<file path="src/rtl/mult_defs.sv">
// Shared definitions for the iterative 32x32 shift-and-add multiplier.
// Holds the default operand width, counter width and FSM state encodings.
package mult_defs;

    localparam int WIDTH_DEF = 32;
    localparam int CNT_W_DEF = 6;

    typedef enum logic [1:0] {
        ST_IDLE = 2'd0,
        ST_RUN  = 2'd1,
        ST_DONE = 2'd2
    } state_t;

endpackage

</file>
<file path="src/rtl/seq_mult_32_if.sv">
// Start/busy/done handshake and HI/LO result bus of the multiplier.
// master = controller side, slave = multiplier side.
interface seq_mult_32_if #(
    parameter int WIDTH = 32
);

    logic             start;
    logic             signed_op;
    logic [WIDTH-1:0] a;
    logic [WIDTH-1:0] b;
    logic             busy;
    logic             done;
    logic             hi_load;
    logic             lo_load;
    logic [WIDTH-1:0] hi;
    logic [WIDTH-1:0] lo;

    modport master (
        output start, signed_op, a, b,
        input  busy, done, hi_load, lo_load, hi, lo
    );

    modport slave (
        input  start, signed_op, a, b,
        output busy, done, hi_load, lo_load, hi, lo
    );

endinterface

</file>
<file path="src/rtl/mult_step.sv">
// One shift-and-add iteration: conditionally add the multiplicand into the
// upper half, then shift the whole {carry, upper, lower} right by one.
module mult_step #(
    parameter int WIDTH = 32
) (
    input  logic [WIDTH-1:0] i_upper,
    input  logic [WIDTH-1:0] i_lower,
    input  logic [WIDTH-1:0] i_m,
    output logic [WIDTH-1:0] o_upper,
    output logic [WIDTH-1:0] o_lower
);

    logic [WIDTH:0] w_sum;
    logic [WIDTH:0] w_addend;

    // The carry out of the add becomes the new MSB of the upper half.
    assign w_addend = i_lower[0] ? {1'b0, i_m} : '0;
    assign w_sum    = {1'b0, i_upper} + w_addend;
    assign o_upper  = w_sum[WIDTH:1];
    assign o_lower  = {w_sum[0], i_lower[WIDTH-1:1]};

endmodule

</file>
<file path="src/rtl/seq_mult_32.sv">
// Iterative 32x32 -> 64 multiplier, one product bit per clock, HI/LO outputs.
// Optional signed mode is built only when MULT_SIGNED_EN is defined.
module seq_mult_32
    import mult_defs::*;
#(
    parameter int WIDTH = WIDTH_DEF,
    parameter int CNT_W = CNT_W_DEF
) (
    input  logic          clk,
    input  logic          rst_n,
    seq_mult_32_if.slave  bus
);

    localparam logic [CNT_W-1:0] LAST = CNT_W'(WIDTH - 1);

    state_t             r_state;
    logic [CNT_W-1:0]   r_cnt;
    logic [WIDTH-1:0]   r_m;
    logic [WIDTH-1:0]   r_upper;
    logic [WIDTH-1:0]   r_lower;
    logic [WIDTH-1:0]   r_hi;
    logic [WIDTH-1:0]   r_lo;
    logic               r_busy;
    logic               r_done;

    logic [WIDTH-1:0]   w_nx_upper;
    logic [WIDTH-1:0]   w_nx_lower;
    logic [WIDTH-1:0]   w_a_mag;
    logic [WIDTH-1:0]   w_b_mag;
    logic [2*WIDTH-1:0] w_prod;
    logic [2*WIDTH-1:0] w_res;
    logic               w_accept;

    mult_step #(
        .WIDTH (WIDTH)
    ) u_step (
        .i_upper (r_upper),
        .i_lower (r_lower),
        .i_m     (r_m),
        .o_upper (w_nx_upper),
        .o_lower (w_nx_lower)
    );

    // Product as it will stand after the iteration in progress.
    assign w_prod = {w_nx_upper, w_nx_lower};

`ifdef MULT_SIGNED_EN
    logic w_neg_a;
    logic w_neg_b;
    logic r_neg;

    // Operate on magnitudes; the most negative value maps to itself,
    // which read as unsigned is exactly its magnitude.
    assign w_neg_a = bus.signed_op & bus.a[WIDTH-1];
    assign w_neg_b = bus.signed_op & bus.b[WIDTH-1];
    assign w_a_mag = w_neg_a ? (~bus.a + WIDTH'(1)) : bus.a;
    assign w_b_mag = w_neg_b ? (~bus.b + WIDTH'(1)) : bus.b;
    assign w_res   = r_neg ? (~w_prod + (2*WIDTH)'(1)) : w_prod;
`else
    logic w_unused_sgn;

    assign w_unused_sgn = bus.signed_op;
    assign w_a_mag      = bus.a;
    assign w_b_mag      = bus.b;
    assign w_res        = w_prod;
`endif

    assign w_accept = bus.start &
                      ((r_state == ST_IDLE) | (r_state == ST_DONE));

    // Control FSM with operand capture, iteration and result registers.
    always_ff @(posedge clk or negedge rst_n) begin
        if (!rst_n) begin
            r_state <= ST_IDLE;
            r_cnt   <= '0;
            r_m     <= '0;
            r_upper <= '0;
            r_lower <= '0;
            r_hi    <= '0;
            r_lo    <= '0;
            r_busy  <= 1'b0;
            r_done  <= 1'b0;
`ifdef MULT_SIGNED_EN
            r_neg   <= 1'b0;
`endif
        end else begin
            r_done <= 1'b0;
            unique case (r_state)
                ST_IDLE, ST_DONE: begin
                    if (w_accept) begin
                        r_state <= ST_RUN;
                        r_busy  <= 1'b1;
                        r_cnt   <= '0;
                        r_m     <= w_a_mag;
                        r_upper <= '0;
                        r_lower <= w_b_mag;
`ifdef MULT_SIGNED_EN
                        r_neg   <= w_neg_a ^ w_neg_b;
`endif
                    end else begin
                        r_state <= ST_IDLE;
                        r_busy  <= 1'b0;
                    end
                end
                ST_RUN: begin
                    r_upper <= w_nx_upper;
                    r_lower <= w_nx_lower;
                    r_cnt   <= r_cnt + CNT_W'(1);
                    if (r_cnt == LAST) begin
                        r_state <= ST_DONE;
                        r_busy  <= 1'b0;
                        r_done  <= 1'b1;
                        r_hi    <= w_res[2*WIDTH-1:WIDTH];
                        r_lo    <= w_res[WIDTH-1:0];
                    end
                end
                default: begin
                    r_state <= ST_IDLE;
                    r_busy  <= 1'b0;
                end
            endcase
        end
    end

    assign bus.busy    = r_busy;
    assign bus.done    = r_done;
    assign bus.hi_load = r_done;
    assign bus.lo_load = r_done;
    assign bus.hi      = r_hi;
    assign bus.lo      = r_lo;

endmodule

</file>
<file path="src/flat_wrapper.sv">
// flat-port wrapper written by rule: the top's interface ports become plain ports
module seq_mult_32_flat import mult_defs::*;
#(
    parameter int WIDTH = WIDTH_DEF,
    parameter int CNT_W = CNT_W_DEF
)
  (clk, rst_n, bus_start, bus_signed_op, bus_a, bus_b, bus_busy, bus_done, bus_hi_load, bus_lo_load, bus_hi, bus_lo);
  seq_mult_32_if #(.WIDTH(WIDTH)) bus_i ();
  input  logic clk;
  input  logic rst_n;
  input wire logic [$bits(bus_i.start)-1:0] bus_start;
  input wire logic [$bits(bus_i.signed_op)-1:0] bus_signed_op;
  input wire logic [$bits(bus_i.a)-1:0] bus_a;
  input wire logic [$bits(bus_i.b)-1:0] bus_b;
  output wire logic [$bits(bus_i.busy)-1:0] bus_busy;
  output wire logic [$bits(bus_i.done)-1:0] bus_done;
  output wire logic [$bits(bus_i.hi_load)-1:0] bus_hi_load;
  output wire logic [$bits(bus_i.lo_load)-1:0] bus_lo_load;
  output wire logic [$bits(bus_i.hi)-1:0] bus_hi;
  output wire logic [$bits(bus_i.lo)-1:0] bus_lo;
  assign bus_i.start = bus_start;
  assign bus_i.signed_op = bus_signed_op;
  assign bus_i.a = bus_a;
  assign bus_i.b = bus_b;
  assign bus_busy = bus_i.busy;
  assign bus_done = bus_i.done;
  assign bus_hi_load = bus_i.hi_load;
  assign bus_lo_load = bus_i.lo_load;
  assign bus_hi = bus_i.hi;
  assign bus_lo = bus_i.lo;
  seq_mult_32 #(.WIDTH(WIDTH), .CNT_W(CNT_W)) u_core (.clk(clk), .rst_n(rst_n), .bus(bus_i));
endmodule
</file>
<file path="config.mk">
export PLATFORM = sky130hd
export DESIGN_NAME = seq_mult_32_flat
export DESIGN_NICKNAME = d
export VERILOG_FILES = /design/src/rtl/mult_defs.sv /design/src/rtl/seq_mult_32_if.sv /design/src/rtl/mult_step.sv /design/src/rtl/seq_mult_32.sv /design/src/flat_wrapper.sv
export SDC_FILE = /design/constraint.sdc
export NUM_CORES = 1
export LEC_CHECK = 0
export ABC_AREA = 1
export ABC_CLOCK_PERIOD_IN_PS = 3400
export BUFFER_PORTS_ARGS = -buffer_cell sky130_fd_sc_hd__buf_4
export CORE_MARGIN = 2
export CORE_UTILIZATION = 50
export CTS_CLUSTER_SIZE = 14
export DETAILED_ROUTE_END_ITERATION = 6
export PLACE_DENSITY = 0.71
export SETUP_SLACK_MARGIN = 0.2
export SYNTH_ARGS = -nofsm -noshare
export SYNTH_HDL_FRONTEND = slang
export SYNTH_SLANG_ARGS = --single-unit
export TNS_END_PERCENT = 1
</file>
<file path="constraint.sdc">
create_clock -name clk -period 3.4 [get_ports clk]
set_input_delay 0.17 -clock clk [delete_from_list [all_inputs] [get_ports clk]]
set_output_delay 0.17 -clock clk [all_outputs]
set_load 0.01 [all_outputs]
</file>
==> results of run 1 <==
## area by class of cell
cell class / count / area [um^2] / share of cell area, %
clock buffer: 19 / 452.9 / 3.893
clock inverter: 13 / 172.7 / 1.484
inverter: 187 / 703.2 / 6.044
multi-input combinational: 774 / 4036 / 34.70
sequential: 169 / 4229 / 36.35
tap: 229 / 286.5 / 2.463
timing repair buffer: 210 / 1753 / 15.07
## worst paths after layout
kind | startpoint | cells past startpoint | end | slack, ns
min in group asynchronous | rst_n | 2 | u_core.r_m[7]$_DFFE_PN0P_ | 0.36
worst max-delay path | u_core.r_state[1]$_DFFE_PN0P_ | 7 | u_core.bus.lo[5]$_DFFE_PN0P_ | 0.98
worst max register to register | u_core.r_state[1]$_DFFE_PN0P_ | 7 | u_core.bus.lo[5]$_DFFE_PN0P_ | 0.98
worst min-delay path | bus_b[0] | 3 | u_core.r_lower[0]$_DFFE_PN0P_ | 0.004
worst min register to register | u_core.bus.hi[17]$_DFFE_PN0P_ | 2 | u_core.bus.hi[17]$_DFFE_PN0P_ | 0.48
max in group asynchronous | rst_n | 3 | u_core.r_m[25]$_DFFE_PN0P_ | 2.15
## layout by cell type, fill, tap and decap left out, drive strengths merged, types with 23 or more instances in the layout
| cell type | n |
|---|---|
| dfrtp | 169 |
| o221ai | 31 |
| inv | 193 |
| buf | 146 |
| o21ai | 59 |
| dlygate4sd3 | 64 |
| nor2 | 54 |
| a21oi | 23 |
| nand3 | 99 |
| mux2 | 32 |
| nand2 | 406 |
| ha | 33 |
## state kept, by name, summed over array words and instances, names as in the netlist
register,cells
u_core.bus.done,1
u_core.bus.hi,32
u_core.bus.lo,32
u_core.r_cnt,6
u_core.r_lower,32
u_core.r_m,32
u_core.r_state,2
u_core.r_upper,32
## worst max-delay path, delay by kind of cell (launching register included)
family | cells | cell delay [ns]
flops | 1 | 0.39
buf+inv | 3 | 0.81
simple gates | 3 | 0.95
compound gates | 1 | 0.09
## stage by stage
step	hold slack (ns)	setup slack [ns]	cell area (um^2)	utilization, %	total power, mW
after detailed placement	0.2949	0.9709	10370	57.52	4.984
after CTS	0.005411	0.9712	11630	64.54	7.094
after global routing	0.02143	0.6793	11630	64.54	7.594
after global placement	0.2861	1.017	10370	57.52	4.927
after floorplan	-0.1256	1.070	9206	-	4.352
final	0.004159	0.9768	11630	64.54	7.086
## synth_stat cells, drive strengths merged
| cell | number | share of area (%) |
|---|---|---|
| nand2 | 406 | 17 |
| inv | 187 | 7.6 |
| dfrtp | 169 | 46 |
| nand3 | 99 | 5.5 |
| o21ai | 59 | 3.2 |
| nor2 | 54 | 2.4 |
| ha | 33 | 4.5 |
| mux2 | 32 | 3.9 |
| o221ai | 31 | 2.9 |
| buf | 28 | 1.9 |
| a21oi | 23 | 1.3 |
| clkbuf | 15 | 0.69 |
| xnor2 | 11 | 1.0 |
| nand3b | 5 | 0.41 |
| nor3 | 5 | 0.27 |
| nand4 | 3 | 0.20 |
| o21bai | 3 | 0.24 |
| or2 | 2 | 0.16 |
| xor2 | 2 | 0.19 |
| a21o | 1 | 0.082 |
| a22o | 1 | 0.095 |
| a31oi | 1 | 0.068 |
| fa | 1 | 0.22 |
| o211ai | 1 | 0.082 |
| o22ai | 1 | 0.068 |
## cell families after synthesis
logic type	after synthesis	share of synthesized area [%]
AOI/OAI and AO/OA	121	8.046
buffers and inverters	230	10.22
xor gates and xnor gates	13	1.237
muxes	32	3.914
and+or+nand+nor	574	25.94
adders and majority gates	34	4.702
DFF	169	45.94
## power by group through the flow
stage | logic (mW) | registers [mW] | clock network, mW
after floorplan | 1.84 | 2.51 | 0
after global placement | 2.38 | 2.55 | 0
after detailed placement | 2.43 | 2.56 | 0
after CTS | 2.51 | 2.53 | 2.06
after global routing | 2.87 | 2.57 | 2.15
final | 2.52 | 2.53 | 2.04
## per-layer routing
metal | global-route usage, % | up-vias | routed length, um
met5 | 0 | - | 0
met1 | 34.07 | 3795 | 10950
li1 | - | 4083 | -
met4 | 6.947 | 0 | 377
met2 | 41.49 | 188 | 11230
met3 | 5.127 | 31 | 1186
## repair_timing
item | CTS | global route
endpoints found under the hold margin | 146 | 0
setup endpoints to repair | 0 | 0
hold buffers | 64 | 0
setup buffers | 0 | 0
==> key figures, run 1 <==
Yosys
  • Mapped Nets: 1275
  • Cell Area, Synth: 0.009206 mm^2
  • FF+latch count, synth: 169
  • Netlist cell types: 35
  • Yosys warning count: 0
  • Post-Syn Instances: 1173
  • Syn avg cell area: 7.849 um^2
  • Sequential area share after synthesis: 45.94%

Cells and area
  • Fillers: 1596
  • Post-route insts no fill: 1601
  • Layout Nets: 1461
  • Ant diodes: 0
  • Syn-to-layout area delta: 26.37%
  • Layout cells sized above 1: 17.42%

Timing
  • Worst Max-Slew Pin Slew: 0.7766 ns
  • RSZ-0062 raised after global routing: no
  • Final Hold Viols: 0
  • Slew margin rel.: 48.22%
  • Fmax: 412.7 MHz
  • Max-slew violations: 0
  • Tcrit/Tclk final: 71.27%
  • Crit path time final: 2.423 ns
  • Setup Skew: 0.01172 ns
  • Setup violators final: 0
  • Final TNS setup: 0 ns

Route
  • Final ANT Viol Nets: 0
  • Number of remaining DRC errors: 0
  • Drt first pass iters: 5
  • Via count: 8097
  • Routed wire length: 23750 um
  • DR iter-0 viols: 557
  • Via density: 5.057
  • Wirelength per Cell: 14.83 um

Pwr
  • Register share of total power: 35.7%
  • Clk pwr share: 28.8%
  • Combinational fraction of design power: 35.5%
  • Maximum vdd drop: 0.4076 mV
  • Static Leakage: 6.395 nW
  • PwrDens: 609.1 mW/mm^2
  • Switch share: 38.14%
  • Internal power: 4.384 mW
  • Switch Pwr: 2.702 mW

Floorplanning
  • DIE WIDTH: 139.7 um
  • Placement Rows: 49
  • Initial core utilization: 51.08%
  • Core footprint: 0.01802 mm^2
  • Io pins: 136
  • DIE AREA: 0.01951 mm^2
  • Height of the die: 139.7 um

Worst setup path
  • Worst path required time: 3.70 ns
  • Most frequent cell on the critical path: nor2_4
  • Worst Setup End Kind: flop
  • Largest fanout on the critical path: 80
  • Crit path arrival time: 2.72 ns
  • WS Path Type: reg -> reg
  • Setup crit start kind: flop
  • Crit-path max cell delay: 0.57 ns
  • Slowest cell on crit path: nor2_4
  • Crit path cell chain: nor2_4 -> inv_2 -> nor2_4 -> clkinv_2 -> buf_4 -> nand2_1 -> o21ai_1

GRT
  • Pin count of the biggest net entering global routing: 86
  • Overall routing resource usage: 25.20%
  • First-pass GRT wire length: 39740 um
  • Global route overflow: 0
  • Vias in the first global route: 8042
  • Number of antenna violations at the first check in global routing: 0

Outcome
  • Status: completed

Clock tree
  • Max clock buf depth: 2
  • Post-CTS Resized: 0
  • CTS tree: done
  • CTS HTree Levels: 4
  • CTS root buf: clkbuf_16
  • Clock latency on the worst-skew pair: 0.45 ns
  • Num CTS Buffers: 17
  • Clk sink count: 169
  • Clk slew on worst S/H paths: 0.08 ns

Placement
  • Dpl hpwl: 16250 um
  • DP Cell Count: 1505
  • Final RePlAce weighted congestion: 0.9485
  • # port buffers: 134

Flow run
  • Max_cap viols: 0

Worst hold path
  • Hold crit path type: in -> reg
Power figures use the tool's default switching activity.
==> run 2: changes to the inputs <==
Settings changed: ABC_AREA 1 to 0, ABC_CLOCK_PERIOD_IN_PS 3400 to 2300, PLACE_DENSITY 0.71 to 0.72.
Clock period 3.4 ns to 2.3 ns, I/O delays scaled along.
==> key figures, run 2 <==
Outcome
  • Status: finished, violations left
  • Violated checks: negative setup slack

Yosys
  • Sequential area share after synthesis: 48.49% (+2.6 points)
  • Post-Syn Instances: 972 (-17%)
  • Top FF cell, synth: dfrtp_1
  • Netlist cell types: 63 (+80%)
  • Top post-synthesis cells by count: nand2_1 (334), dfrtp_1 (169), a21oi_1 (44)
  • EDFF count, synth: 0 (unchanged)
  • Syn avg cell area: 8.972 um^2 (+14%)
  • Yosys warning count: 0 (unchanged)
  • Count leader, synth: nand2_1
  • Yosys top cell by area: dfrtp_1
  • Top post-synthesis cells by area: dfrtp_1 (48%), nand2_1 (14%), ha_1 (4.7%)
  • Async set-or-reset flop fraction in the synthesized netlist: 100.0% (unchanged)
  • Mapped Nets: 1074 (-16%)
  • FF+latch count, synth: 169 (unchanged)
  • Synth top area share: 48.49% (+2.6 points)
  • Cell Area, Synth: 0.008721 mm^2 (-5.3%)

Clock tree
  • Clk sink count: 169 (unchanged)
  • CTS tree: done
  • CTS HTree Levels: 4 (unchanged)
  • Max clock buf depth: 2 (unchanged)
  • CTS root buf: clkbuf_16
  • Clock latency on the worst-skew pair: 0.45 ns (about the same)
  • Clk slew on worst S/H paths: 0.07 ns (about the same)
  • Num CTS Buffers: 17 (unchanged)

Route
  • Via count: 8182 (+1.0%)
  • Routed wire length: 25760 um (+8.5%)
  • DR iter-0 viols: 552 (-0.90%)
  • Wirelength per Cell: 17.30 um (+17%)
  • Via density: 5.495 (+8.7%)
  • Final ANT Viol Nets: 0 (unchanged)
  • Drt first pass iters: 6 (+1)
  • Number of remaining DRC errors: 0 (unchanged)

Floorplanning
  • Initial core utilization: 50.77% (-0.30 points)
  • DIE WIDTH: 136.1 um (-2.6%)
  • Placement Rows: 48 (-2.0%)
  • Core footprint: 0.01718 mm^2 (-4.7%)
  • Io pins: 136 (unchanged)
  • DIE AREA: 0.01851 mm^2 (-5.1%)
  • Height of the die: 136.1 um (-2.6%)

GRT
  • Number of antenna violations at the first check in global routing: 0 (unchanged)
  • Pin count of the biggest net entering global routing: 68 (-21%)
  • Global route overflow: 0 (unchanged)
  • Vias in the first global route: 8497 (+5.7%)
  • Overall routing resource usage: 28.89% (+3.7 points)
  • First-pass GRT wire length: 41890 um (+5.4%)

Worst setup path
  • WP buf/inv: 1 (-2)
  • Worst path required time: 2.64 ns (-1.06 ns)
  • Crit path cell chain: and2_4 -> ha_2 -> inv_1 -> fa_2 -> nand2b_4 -> nand2_2 -> a221oi_4 -> a21o_4 -> a211oi_4 -> or3_1 -> a32o_1
  • Worst Setup End Kind: flop
  • Delay-heaviest family, CP: compound AO/OA/AOI/OAI gates
  • Setup crit start kind: flop
  • Slowest cell on crit path: dfrtp_2
  • Crit-path max cell delay: 0.46 ns (-0.11 ns)
  • Crit path arrival time: 2.97 ns (+0.25 ns)
  • Largest fanout on the critical path: 7 (-91%)
  • WS Path Type: reg -> reg

Timing
  • Max-slew violations: 0 (unchanged)
  • Tcrit/Tclk final: 114.5% (+43 points)
  • Worst hold slack: 0.1509 ns (+0.1467 ns)
  • Final worst slack: -0.3337 ns (-1.311 ns)
  • Setup Skew: 0.01192 ns (+0.0002088 ns)
  • Slew margin rel.: 62.41% (+14 points)
  • Crit path time final: 2.634 ns (+0.2106 ns)
  • Final Hold Viols: 0 (unchanged)
  • Fmax: 379.7 MHz (-8.0%)
  • RSZ-0062 raised after global routing: yes
  • Worst Max-Slew Pin Slew: 0.5639 ns (-0.2128 ns)
  • Setup violators final: 48 (+48)

Cells and area
  • Fillers: 1235 (-23%)
  • Reg area: 0.004230 mm^2 (about the same)
  • Layout Nets: 1353 (-7.4%)
  • Commonest non-fill, non-tap cell in the layout: nand2_1
  • Commonest non-fill, non-tap cells in the layout: nand2_1 (330), buf_4 (246), dfrtp_1 (168)
  • Ant diodes: 0 (unchanged)
  • Layout cells sized above 1: 31.41% (+14 points)
  • Syn-to-layout area delta: 44.09%
  • Area of the multi-input gates: 0.004746 mm^2 (+18%)

Pwr
  • PwrDens: 1382 mW/mm^2 (+130%)
  • Maximum vdd drop: 0.7369 mV (+81%)
  • Static Leakage: 6.023 nW (-5.8%)

Flow run
  • Max_cap viols: 0 (unchanged)

Worst hold path
  • Hold crit path type: in -> reg

Placement
  • Final RePlAce weighted congestion: 0.9267 (-2.3%)
  • Place WS: -0.4388 ns (-1.410 ns)
  • Dpl hpwl: 16330 um (+0.50%)
  • # port buffers: 134 (unchanged)
[run 2: changes by cell type after synthesis, sizes merged, moves of 19 or more]
| cell | before | now |
|---|---|---|
| a21oi | 23 | 48 |
| a22oi | 0 | 33 |
| and2 | 0 | 38 |
| clkbuf | 15 | 34 |
| inv | 187 | 17 |
| mux2 | 32 | 11 |
| nand2 | 406 | 335 |
| nand3 | 99 | 17 |
| nor2 | 54 | 21 |
| o21ai | 59 | 39 |
| o221ai | 31 | 2 |
[run 2: worst paths after layout]
kind / startpoint / end / slack, ns / cells past startpoint
worst max-delay path: u_core.r_lower[0]$_DFFE_PN0P_ / u_core.r_upper[23]$_DFFE_PN0P_ / -0.33 / 11
worst min-delay path: bus_start / u_core.r_state[0]$_DFFE_PN0P_ / 0.15 / 4
worst max register to register: u_core.r_lower[0]$_DFFE_PN0P_ / u_core.r_upper[23]$_DFFE_PN0P_ / -0.33 / 11
worst min register to register: u_core.r_m[31]$_DFFE_PN0P_ / u_core.r_m[31]$_DFFE_PN0P_ / 0.48 / 2
max in group asynchronous: rst_n / u_core.r_lower[0]$_DFFE_PN0P_ / 1.34 / 3
min in group asynchronous: rst_n / u_core.r_m[12]$_DFFE_PN0P_ / 0.22 / 2
[run 2: final cells by class]
type / instances / share of cell area, %
clock buffers: 17 / 3.385
flip-flops and latches: 169 / 33.67
multi-input cells: 728 / 37.77
clock inverters: 15 / 1.513
well taps: 225 / 2.240
inverters: 17 / 0.5078
repair buffers: 318 / 20.92
[run 2: logic make-up after synthesis]
logic type | after synthesis | synth area share (%)
flops | 169 | 48.49
xor+xnor | 22 | 2.209
buf+inv | 75 | 3.572
mux | 11 | 1.420
fa+ha+maj | 34 | 4.964
simple gates | 458 | 22.65
compound gates | 203 | 16.69
[run 2: worst reg2reg max path: cells and delay by family, from the launching register on]
kind	cells	cell delay [ns]
adders and majority gates	2	0.37
buffers and inverters	1	0.07
DFF	1	0.46
AOI/OAI and AO/OA	4	0.86
and+or+nand+nor	4	0.77
[run 2: layer usage]
layer	vias up	part of all wire (%)	global-route usage, %
met1	3996	42	35.83
met4	0	2.9	11.92
li1	3875	-	-
met5	-	0	0
met2	253	50	48.88
met3	58	5.3	6.376
[run 2: per-stage QoR]
| stage | utilization, % | std cells | cell area [um^2] | setup TNS (ns) | power [mW] |
|---|---|---|---|---|---|
| 2_1_floorplan | - | 972 | 8736 | -4.156 | 9.516 |
| 3_3_place_gp | 62.59 | 1389 | 10750 | -11.01 | 12.90 |
| 3_5_place_dp | 62.59 | 1389 | 10750 | -13.95 | 13.07 |
| 4_1_cts | 72.38 | 1489 | 12430 | -6.608 | 16.95 |
| 5_1_grt | 73.16 | 1489 | 12570 | -13.53 | 18.50 |
| 6_report | 73.16 | 1489 | 12570 | -7.855 | 17.36 |
[run 2: timing repair]
item                                   4_1_cts  5_1_grt
resized for setup                           69       27
pin swaps                                   22       15
endpoints found under the hold margin      119        0
hold buffers                                65        0
setup endpoints to repair                   58       58
buffers inserted                             3        0
[run 2: power by group]
part           internal [mW]  switching [mW]  leakage, nW
Sequential              4.27           0.986         2.04
Clock                   1.48            1.46        0.294
Combinational           4.61            4.54         3.69
